===== src/rtl/yuv444_to_422.sv =====
// 4:4:4 to 4:2:2 chroma downsampler: one luma plus alternating U/V per beat,
// chroma averaged over horizontal pixel pairs, fixed two-cycle latency.
`ifndef DTYPE_WIDTH
`define DTYPE_WIDTH 4
`endif

module yuv444_to_422 #(
    parameter int PIXEL_WIDTH = 10
) (
    input  logic                    clk,
    input  logic                    resetb,
    input  logic                    enable,
    input  logic                    dvi,
    input  logic [`DTYPE_WIDTH-1:0] dtypei,
    input  logic [15:0]             meta_datai,
    input  logic [PIXEL_WIDTH-1:0]  y,
    input  logic [PIXEL_WIDTH-1:0]  u,
    input  logic [PIXEL_WIDTH-1:0]  v,
    output logic                    dvo,
    output logic [`DTYPE_WIDTH-1:0] dtypeo,
    output logic [15:0]             meta_datao,
    output logic [PIXEL_WIDTH-1:0]  yo,
    output logic [PIXEL_WIDTH-1:0]  co,
    output logic                    c_is_v
);

    localparam int W = PIXEL_WIDTH;

    typedef enum logic {
        EVEN = 1'b0,
        ODD  = 1'b1
    } phase_t;

    phase_t phase;
    phase_t phase_nxt;

    logic                    s1_dv;
    logic                    s1_odd;
    logic                    s1_en;
    logic [`DTYPE_WIDTH-1:0] s1_dtype;
    logic [15:0]             s1_meta;
    logic [W-1:0]            s1_y;
    logic [W-1:0]            s1_u;
    logic [W-1:0]            s1_v;

    logic [W-1:0]            v_hold;
    logic                    en_hold;

    logic [W:0]              u_sum;
    logic [W:0]              v_sum;
    logic                    pair_start;
    logic                    pair_end;
    logic [W-1:0]            yo_nxt;
    logic [W-1:0]            co_nxt;
    logic                    cv_nxt;

    always_ff @(posedge clk or negedge resetb) begin
        if (!resetb) begin
            phase <= EVEN;
        end else begin
            phase <= phase_nxt;
        end
    end

    always_comb begin
        phase_nxt = EVEN;
        if (dvi) begin
            phase_nxt = (phase == EVEN) ? ODD : EVEN;
        end
    end

    always_ff @(posedge clk or negedge resetb) begin
        if (!resetb) begin
            s1_dv    <= 1'b0;
            s1_odd   <= 1'b0;
            s1_en    <= 1'b0;
            s1_dtype <= '0;
            s1_meta  <= '0;
            s1_y     <= '0;
            s1_u     <= '0;
            s1_v     <= '0;
        end else begin
            s1_dv    <= dvi;
            s1_odd   <= dvi & (phase == ODD);
            s1_en    <= enable;
            s1_dtype <= dtypei;
            s1_meta  <= meta_datai;
            s1_y     <= y;
            s1_u     <= u;
            s1_v     <= v;
        end
    end

    // Stage 1 holds the even pixel while its odd partner is on the inputs.
    assign u_sum = {1'b0, s1_u} + {1'b0, u} + (W+1)'(1);
    assign v_sum = {1'b0, s1_v} + {1'b0, v} + (W+1)'(1);

    assign pair_start = s1_dv & ~s1_odd;
    assign pair_end   = s1_dv & s1_odd;

    always_comb begin
        yo_nxt = '0;
        co_nxt = '0;
        cv_nxt = 1'b0;
        if (pair_start) begin
            yo_nxt = s1_y;
            co_nxt = (s1_en && dvi) ? u_sum[W:1] : s1_u;
        end else if (pair_end) begin
            yo_nxt = s1_y;
            co_nxt = en_hold ? v_hold : s1_v;
            cv_nxt = 1'b1;
        end
    end

    always_ff @(posedge clk or negedge resetb) begin
        if (!resetb) begin
            v_hold  <= '0;
            en_hold <= 1'b0;
        end else if (pair_start) begin
            v_hold  <= v_sum[W:1];
            en_hold <= s1_en;
        end
    end

    always_ff @(posedge clk or negedge resetb) begin
        if (!resetb) begin
            dvo        <= 1'b0;
            dtypeo     <= '0;
            meta_datao <= '0;
            yo         <= '0;
            co         <= '0;
            c_is_v     <= 1'b0;
        end else begin
            dvo        <= s1_dv;
            dtypeo     <= s1_dtype;
            meta_datao <= s1_meta;
            yo         <= yo_nxt;
            co         <= co_nxt;
            c_is_v     <= cv_nxt;
        end
    end

endmodule


===== config.mk =====
export PLATFORM = sky130hd
export DESIGN_NAME = yuv444_to_422
export DESIGN_NICKNAME = d
export VERILOG_FILES = /design/src/rtl/yuv444_to_422.sv
export SDC_FILE = /design/constraint.sdc
export NUM_CORES = 1
export LEC_CHECK = 0
export CAP_MARGIN = 0
export CORE_MARGIN = 2
export CORE_UTILIZATION = 49
export CTS_CLUSTER_DIAMETER = 150
export DETAILED_ROUTE_END_ITERATION = 10
export PLACE_DENSITY_LB_ADDON = 0.3
export SLEW_MARGIN = 10
export SYNTH_ARGS = -nofsm -noshare
export SYNTH_HDL_FRONTEND = slang
export SYNTH_SLANG_ARGS = --single-unit

===== constraint.sdc =====
create_clock -name clk -period 2.6 [get_ports clk]
set_input_delay 0.26 -clock clk [delete_from_list [all_inputs] [get_ports clk]]
set_output_delay 0.26 -clock clk [all_outputs]
set_load 0.01 [all_outputs]

# --- After elaboration in Yosys (flattened, before gate mapping) ---
# Cells that the tools add are included.
totals:
  register_bits: 107
  in_bits: 54
  out_inout_bits: 42
op_classes:
  addsub: 4
  n_mux: 10
  bitwise_logic: 4
  n_reduce_logical: 1
op_table:
  columns: ["cell", "n"]
  rows:
  - ["$mux W10", 6]
  - ["$add A10 B10 Y11", 2]
  - ["$add A11 B1 Y11 const B", 2]
  - ["$mux W1", 4]
  - ["$and A1 B1 Y1", 3]
  - ["$logic_and A1 B1 Y1", 1]
  - ["$not A1 Y1", 1]

# --- Depth between registers and ports, before layout ---
# Gate-level depths: netlist of run 1.
depth:
  ltp_word: 4
  depth_mapped: 7
  ltp_nobuf: 7

# --- Worst setup path after synthesis of run 1 ---
# No wires, ideal clock.
synth_path:
  path_kind: "flip-flop to flip-flop"
  startpoint: "reg s1_v[0]"
  endpoint: "reg v_hold[9]"
  arrival_time_ns: 1.959
  required_time_ns: 2.465
  setup_slack_ns: 0.506
  path_stages_with_launch: 8
  path_buffers: 0
  period_less_slack_ns: 2.094
  cell_sequence: "dfrtp_1 or2_2 fa_1 a21o_1 a221oi_1 o21ai_1 a31oi_1 o21ai_0"
synth_between:
  elab_chain_cells: 2
synth_rtl:
  columns: ["item", "line_no", "source"]
  rows:
  - ["start, declared", "44", "logic [W-1:0] s1_v;"]
  - ["start signal, assigned", "90", "s1_v <= v;"]
  - ["$add A10 B10 Y11", "96", "assign v_sum = {1'b0, s1_v} + {1'b0, v} + (W+1)'(1);"]
  - ["$add A11 B1 Y11", "96", null]
  - ["end signal, assigned", "120", "v_hold <= v_sum[W:1];"]
  - ["end, declared", "46", "logic [W-1:0] v_hold;"]
# No other way between the ends.
# A chain may end at the register's enable or synchronous reset.

# --- Final worst setup path of run 1 ---
# Same ends and word-level chain as after synthesis.

==> results.toml, run 1 <==
[run_status]
outcome = "finished, final reports clean"

[finish]
drive_above_1_share_pct = 7.90
area_growth_pct = 32.2
fin_cells = 507
design_area_um2 = 5270
layout.nets = 474
antennaDiodeCount = 0

[placed_design]
portBuffers = 95
dp_hpwl_um = 5720
dp.cells = 490
place_area_um2 = 5080
place.gp.congestion = 0.869

[yosys]
yosys.area_share.simple_pct = 8.94
synth_edf_count = 0
yosysTopAreaCell = "dfrtp_1"
synthMuxAreaShare_pct = 3.89
synthTopCellsByCount = "dfrtp_1, nand2_1, ha_1"
postSynthAreaPerCell_um2 = 13.6
synth-xor-area-share_pct = 1.76
synth-seq-cells = 107
synth_fa_ha_area_share_pct = 6.65
synth_most_common_cell = "dfrtp_1"
yosys.area.top_type_share_pct = 67.1
ys.flop_type = "dfrtp_1"
ys_types = 48
syn_inst = 294
synth_compound_area_share_pct = 10.6
synthArstFlopShare_pct = 100
syn_nets = 368
synth_top_family_by_area = "compound AO/OA/AOI/OAI gates"
ys.warnings.count = 0
seq_area_frac_synth_pct = 67.1
netlist_area_um2 = 3990
yosys-top-cells-area = "dfrtp_1, ha_1, mux2i_1, and2_1, nand2_1"

[sta]
setup_viol = 0
finalHoldViolCount = 0
maxSlewHeadroom_pct = 60.4
fmax_ghz = 0.445
drv_slew = 0
min_period_ns = 2.25
worstMarginPinSlew_ns = 0.594
rsz0062_at_grt = "no"
fin_crit_sh_pct = 86.5
tns_ns = 0
clock_skew_ns = 0.00597
worst_hold_slack_ns = 0.325

[die]
die_h_um = 94.2
io_pins = 96
die_x_um = 94.2
row_count = 32
coreArea_um2 = 7810
fp.dieArea_um2 = 8880
initial_core_util_pct = 51.1

[clock_network]
cts_max_level = 3
clkSinkCount = 107
cts-root-buf = "clkbuf_8"
clkLatencyLatePin_ns = 0.36
cts_tree = "yes"
cts_made_buffers = 9
cts_setup_buffers = 0
clk_pin_slew_ns = 0.10
cts.path.max_buffers = 2

[worst_setup_path]
worst_path_largest_cell_delay_ns = 0.42
crit_type = "reg -> reg"
path_cells = "or2_2 > fa_1 > a21o_1 > a221oi_1 > o21ai_1 > a31oi_1 > o21ai_0"
cp_max_fo = 3
end_kind = "register"
required_ns = 2.84
cp-start-kind = "register"
slowest_stage = "dfrtp_1"
arrival_ns = 2.49

[global_route]
first_global_vias = 2703
antenna_found_initial = 0
grt_pass1_wl_um = 12600
grt_max_degree = 49
grt_usage_pct = 18.7
gr-total-overflow = 0

[power]
p_leak_nw = 2.35
cellPowerDensity_nw_per_um2 = 623
finalPower_mw = 3.28
vdd_ir_drop_max_uv = 375

[routing]
ant_nets = 0
postRouteWirelength_um = 7620
wl_per_cell_um = 15.0
drtPass1Iterations = 4
drc_errors = 0
vias = 2592
first_iter_violations = 112
avgViaCountPerCell = 5.11

[flow_run]
drv_cap = 0

[hold_path]
min_path_type = "in -> reg"
-- worst paths after layout --
check	startpoint	to	slack, ns	depth (start not counted)
setup / recovery	s1_v[0]	v_hold[9]	0.35	7
hold / removal	meta_datai[1]	s1_meta[1]	0.33	1
setup reg to reg	s1_v[0]	v_hold[9]	0.35	7
hold reg to reg	s1_meta[7]	meta_datao[7]	0.35	0
max in group asynchronous	resetb	meta_datao[13]	1.38	3
min in group asynchronous	resetb	meta_datao[4]	0.43	2
-- repair_timing --
item,4_1_cts,5_1_grt
hold endpoints to repair,45,0
resized for setup,0,0
hold buffers,1,0
-- layout by cell type, fill, tap and decap left out, drive strengths merged, types with 11 or more instances in the layout --
cell | synthesis | routed
clkdlybuf4s50 | 0 | 94
and2 | 13 | 13
a21oi | 13 | 13
mux2i | 11 | 11
clkbuf | 2 | 11
o21ai | 13 | 13
nor2 | 16 | 16
ha | 18 | 18
nand2 | 20 | 20
dfrtp | 107 | 107
-- worst max-delay path, delay by kind of cell (launching register included) --
family	cells	cell delay [ns]
AOI/OAI and AO/OA	5	0.97
DFF	1	0.42
and+or+nand+nor	1	0.31
adders and majority gates	1	0.41
-- cell families after synthesis --
logic type | Yosys count
DFF | 107
and+or+nand+nor | 72
AOI/OAI and AO/OA | 62
adders and majority gates | 20
muxes | 15
buffers and inverters | 10
xor gates and xnor gates | 8
-- through the flow --
step / setup slack, ns / util (%)
after floorplan: 0.506 / -
after global placement: 0.168 / 65.0
after detailed placement: 0.0830 / 65.0
after CTS: 0.365 / 67.5
after global routing: 0.239 / 67.5
final: 0.351 / 67.5
-- final cells by class --
cell class                      instances  area, um^2
Tap cell                              102         128
Timing Repair Buffer                  101         996
Clock inverter                          5        43.8
Multi-Input combinational cell        177        1270
Clock buffer                           11         141
Inverter                                4        15.0
Fill cell                             585        2540
Sequential cell                       107        2680
-- power breakdown --
part           internal, mW  total (mW)  switching, mW
Combinational         0.283       0.517          0.234
Sequential             1.78        1.84         0.0602
Clock                 0.389       0.928          0.539
Total                  2.45        3.28          0.833
-- metal layers --
metal	up-vias	GRT usage [%]	wire length, um
met1	1249	24.2	3240
met3	6	5.14	582
met4	0	5.68	72
li1	1242	-	-
met5	-	0	0
met2	95	31.0	3720
-- state kept, by name, summed over array words and instances (netlist names) --
signal,count
dtypeo,4
s1_dtype,4
s1_u,10
s1_y,10
phase,1
co,10
s1_odd,1
v_hold,10
en_hold,1
s1_dv,1
s1_v,10
dvo,1
meta_datao,16
c_is_v,1
s1_meta,16
s1_en,1
yo,10
Note: power is estimated with default switching activity, not from simulation.
==> inputs of run 2 (changes only) <==
--- a/config.mk
+++ b/config.mk
@@ -5,7 +5,8 @@
 export SDC_FILE = /design/constraint.sdc
 export NUM_CORES = 1
 export LEC_CHECK = 0
-export CAP_MARGIN = 0
+export ABC_CLOCK_PERIOD_IN_PS = 2200
+export CAP_MARGIN = 15
 export CORE_MARGIN = 2
 export CORE_UTILIZATION = 49
 export CTS_CLUSTER_DIAMETER = 150
==> constraint.sdc (replaced) <==
create_clock -name clk -period 2.2 [get_ports clk]
set_input_delay 0.22 -clock clk [delete_from_list [all_inputs] [get_ports clk]]
set_output_delay 0.22 -clock clk [all_outputs]
set_load 0.01 [all_outputs]
==> results.toml, run 2 (same netlist as run 1, synthesis figures left out) <==
[run_status]
outcome = "finished, final reports clean"

[clock_network]
cts_made_buffers = 9
clk_pin_slew_ns = 0.10
cts_setup_buffers = 0
cts.path.max_buffers = 2
clkLatencyLatePin_ns = 0.37
cts-root-buf = "clkbuf_8"
cts_tree = "yes"
cts_max_level = 3
clkSinkCount = 107

[finish]
largestRegisters = "meta_datao (16), s1_meta (16)"
area_growth_pct = 34.0
seq_area_um2 = 2680
antennaDiodeCount = 0
fillers = 594
multi_input_area_um2 = 1280
drive_above_1_share_pct = 9.71
layout_common_cells = "dfrtp_1, clkdlybuf4s50_1, nand2_1, ha_1, nor2_1"
final_common_cell = "dfrtp_1"
layout.nets = 481
final_core_util_pct = 68.5

[worst_setup_path]
critPathTopFamily = "compound AO/OA/AOI/OAI gates"
path_buf_inv = 0
worstSetupPathDepth = 7
arrival_ns = 2.35
slowest_stage = "fa_1"
worst_path_largest_cell_delay_ns = 0.40
end_kind = "register"
path_cells = "or2_2 > fa_1 > a21o_1 > a221oi_2 > o21ai_1 > a31oi_1 > o21ai_0"
cp_max_fo = 2
cp-start-kind = "register"
crit_type = "reg -> reg"
required_ns = 2.46
r2r_cells = 7

[power]
vdd_ir_drop_max_uv = 419
finalPower_mw = 3.92
cellPowerDensity_nw_per_um2 = 734
p_leak_nw = 2.39

[routing]
postRouteWirelength_um = 7850
wl_per_cell_um = 15.3
ant_nets = 0
drc_errors = 0
first_iter_violations = 145
avgViaCountPerCell = 5.19
drtPass1Iterations = 5
vias = 2668

[placed_design]
dp_hpwl_um = 5820
portBuffers = 95
place.gp.congestion = 0.882
preCtsSetupSlack_ns = -0.227

[global_route]
grt_pass1_wl_um = 13100
grt_usage_pct = 19.4
first_global_vias = 2748
gr-total-overflow = 0
antenna_found_initial = 0
grt_max_degree = 54

[hold_path]
hold_depth = 1
min_path_type = "in -> reg"

[sta]
fin_crit_sh_pct = 95.2
setup_viol = 0
drv_slew = 0
tns_ns = 0
layout_setup_ws_ns = 0.106
fmax_ghz = 0.478
worst_hold_slack_ns = 0.279
clock_skew_ns = 0.0103
maxSlewHeadroom_pct = 56.6
min_period_ns = 2.09
rsz0062_at_grt = "no"
finalHoldViolCount = 0
worstMarginPinSlew_ns = 0.652

[die]
initial_core_util_pct = 51.1
die_x_um = 94.2
fp.dieArea_um2 = 8880
row_count = 32
coreArea_um2 = 7810
die_h_um = 94.2
io_pins = 96

[flow_run]
drv_cap = 0
run 2: changes by cell type in the layout (fill, tap and decap cells not counted):
cell	before	now
buf_4	6	12
inv_8	0	1
a221oi_2	0	1
a221oi_1	2	1
buf_12	0	1
inv_6	3	0
clkinv_4	2	4
run 2: what timing repair did:
item / 4_1_cts / 5_1_grt
endpoints found under the setup margin: 0 / 3
hold buffers: 1 / 0
hold endpoints to repair: 51 / 0
gates resized for setup: 0 / 1
run 2: area by class of cell:
| cell class | count | area share [%] |
|---|---|---|
| inverters | 4 | 0.281 |
| well taps | 102 | 2.39 |
| repair buffers | 108 | 19.9 |
| clock buffers | 11 | 2.65 |
| clock inverters | 5 | 0.866 |
| flip-flops and latches | 107 | 50.1 |
| multi-input cells | 177 | 23.9 |
run 2: worst paths after layout:
path / from / endpoint / slack (ns)
worst max-delay path: s1_v[0] / v_hold[9] / 0.11
min in group asynchronous: resetb / s1_dtype[3] / 0.43
max in group asynchronous: resetb / s1_meta[11] / 1.04
worst min-delay path: dtypei[2] / s1_dtype[2] / 0.28
worst max register to register: s1_v[0] / v_hold[9] / 0.11
worst min register to register: s1_meta[7] / meta_datao[7] / 0.35
run 2: through the flow:
step                      area, um^2  instances
after global placement          5140        497
after global routing            5350        514
after detailed placement        5140        497
final                           5350        514
after CTS                       5340        514
after floorplan                 3990        294
run 2: where the power goes:
| group | internal, mW | switching, mW |
|---|---|---|
| logic | 0.349 | 0.298 |
| registers | 2.10 | 0.0612 |
| clock network | 0.459 | 0.656 |
run 2: per-layer routing:
metal | vias up | share of wire [%] | routed length [um] | global-route usage, %
li1 | 1259 | - | - | -
met1 | 1295 | 42 | 3310 | 25.5
met2 | 104 | 50 | 3910 | 31.3
met3 | 10 | 6.6 | 517 | 5.54
met4 | 0 | 1.3 | 100 | 6.04
met5 | - | 0 | 0 | 0
==> inputs of run 3 (changes only) <==
--- a/config.mk
+++ b/config.mk
@@ -12,6 +12,7 @@
 export CTS_CLUSTER_DIAMETER = 150
 export DETAILED_ROUTE_END_ITERATION = 10
 export PLACE_DENSITY_LB_ADDON = 0.3
+export SETUP_SLACK_MARGIN = 0.3
 export SLEW_MARGIN = 10
 export SYNTH_ARGS = -nofsm -noshare
 export SYNTH_HDL_FRONTEND = slang
==> results.toml, run 3 (same netlist as run 1, synthesis figures left out) <==
[clock_network]
cts.path.max_buffers = 2
clk_pin_slew_ns = 0.10
cts-root-buf = "clkbuf_8"
clkLatencyLatePin_ns = 0.37
clkSinkCount = 107
cts_tree = "yes"
cts_made_buffers = 9
cts_max_level = 3

[sta]
drv_slew = 0
worst_hold_slack_ns = 0.276
layout_setup_ws_ns = 0.192
worstMarginPinSlew_ns = 0.472
clock_skew_ns = 0.00805
fmax_ghz = 0.498
min_period_ns = 2.01
setup_viol = 0
finalHoldViolCount = 0
maxSlewHeadroom_pct = 68.6
tns_ns = 0
fin_crit_sh_pct = 91.3
rsz0062_at_grt = "yes"

[placed_design]
place.gp.congestion = 0.860
preCtsSetupSlack_ns = -0.0847
dp_hpwl_um = 5540
place_area_um2 = 5140
dp.cells = 496
portBuffers = 95

[power]
finalPower_mw = 3.93
cellPowerDensity_nw_per_um2 = 730
p_leak_nw = 2.39
vdd_ir_drop_max_uv = 406

[worst_setup_path]
end_kind = "register"
path_cells = "or2_4 > fa_2 > a21o_1 > a221oi_2 > buf_4 > xor2_1 > o21ai_1"
r2r_cells = 7
worst_path_largest_cell_delay_ns = 0.40
cp-start-kind = "register"
slowest_stage = "dfrtp_1"
crit_type = "reg -> reg"
required_ns = 2.46
arrival_ns = 2.26
cp_max_fo = 2

[global_route]
first_global_vias = 2749
grt_pass1_wl_um = 12800
grt_max_degree = 45
antenna_found_initial = 0
grt_usage_pct = 19.1
gr-total-overflow = 0

[die]
io_pins = 96
die_x_um = 94.2
row_count = 32
coreArea_um2 = 7810
initial_core_util_pct = 51.1
die_h_um = 94.2
fp.dieArea_um2 = 8880

[finish]
drive_above_1_share_pct = 11.9
layout_common_cells = "dfrtp_1, clkdlybuf4s50_1, nand2_1, ha_1, nor2_1"
design_area_um2 = 5390
area_growth_pct = 35.1
antennaDiodeCount = 0
final_core_util_pct = 69.0
fin_cells = 514
fillers = 600
layout.nets = 482
final_common_cell = "dfrtp_1"
largestRegisters = "meta_datao (16), s1_meta (16)"

[routing]
postRouteWirelength_um = 7730
avgViaCountPerCell = 5.16
drtPass1Iterations = 4
first_iter_violations = 151
drc_errors = 0
vias = 2650
ant_nets = 0
wl_per_cell_um = 15.0

[run_status]
outcome = "finished, final reports clean"

[hold_path]
min_path_type = "in -> reg"
hold_depth = 1

[flow_run]
drv_cap = 0
-- run 3: what timing repair did --
| item | in CTS | in global routing |
|---|---|---|
| setup endpoints to repair | 5 | 10 |
| hold buffers | 1 | 0 |
| endpoints found under the hold margin | 37 | 0 |
| cloned | 0 | 0 |
| gates resized for setup | 2 | 7 |
| pin swaps | 4 | 1 |
| buffers inserted | 1 | 1 |
-- run 3: area by class of cell --
| type | count | area (um^2) | area share (%) |
|---|---|---|---|
| clock buffer | 9 | 124 | 2.30 |
| clock inverter | 6 | 57.6 | 1.07 |
| inverter | 4 | 15.0 | 0.279 |
| multi-input combinational | 177 | 1320 | 24.5 |
| sequential | 107 | 2680 | 49.7 |
| tap | 102 | 128 | 2.37 |
| timing repair buffer | 109 | 1070 | 19.8 |
-- run 3: per-layer routing --
| layer | global-route usage, % | vias to the layer above | wire length (um) |
|---|---|---|---|
| li1 | - | 1260 | - |
| met1 | 25.0 | 1285 | 3480 |
| met2 | 30.6 | 91 | 3680 |
| met3 | 4.74 | 14 | 420 |
| met4 | 8.09 | 0 | 159 |
| met5 | 0 | - | 0 |
-- run 3: path summary, 6_finish.rpt --
path / startpoint / endpoint / slack (ns)
max: s1_v[0] / v_hold[5] / 0.19
min: meta_datai[3] / s1_meta[3] / 0.28
max reg2reg: s1_v[0] / v_hold[5] / 0.19
min reg2reg: s1_dtype[0] / dtypeo[0] / 0.35
max in group asynchronous: resetb / s1_y[5] / 1.18
min in group asynchronous: resetb / meta_datao[5] / 0.34
-- run 3: worst max-delay path: cells and delay by family, from the launching register on --
family	cells	cell delay [ns]
fa+ha+maj	1	0.35
flops	1	0.40
xor+xnor	1	0.16
buf+inv	1	0.17
simple gates	1	0.24
compound gates	3	0.57
-- run 3: power by group --
part | internal [mW] | switching [mW]
Sequential | 2.10 | 0.0629
Combinational | 0.357 | 0.305
Clock | 0.431 | 0.676
Total | 2.89 | 1.04
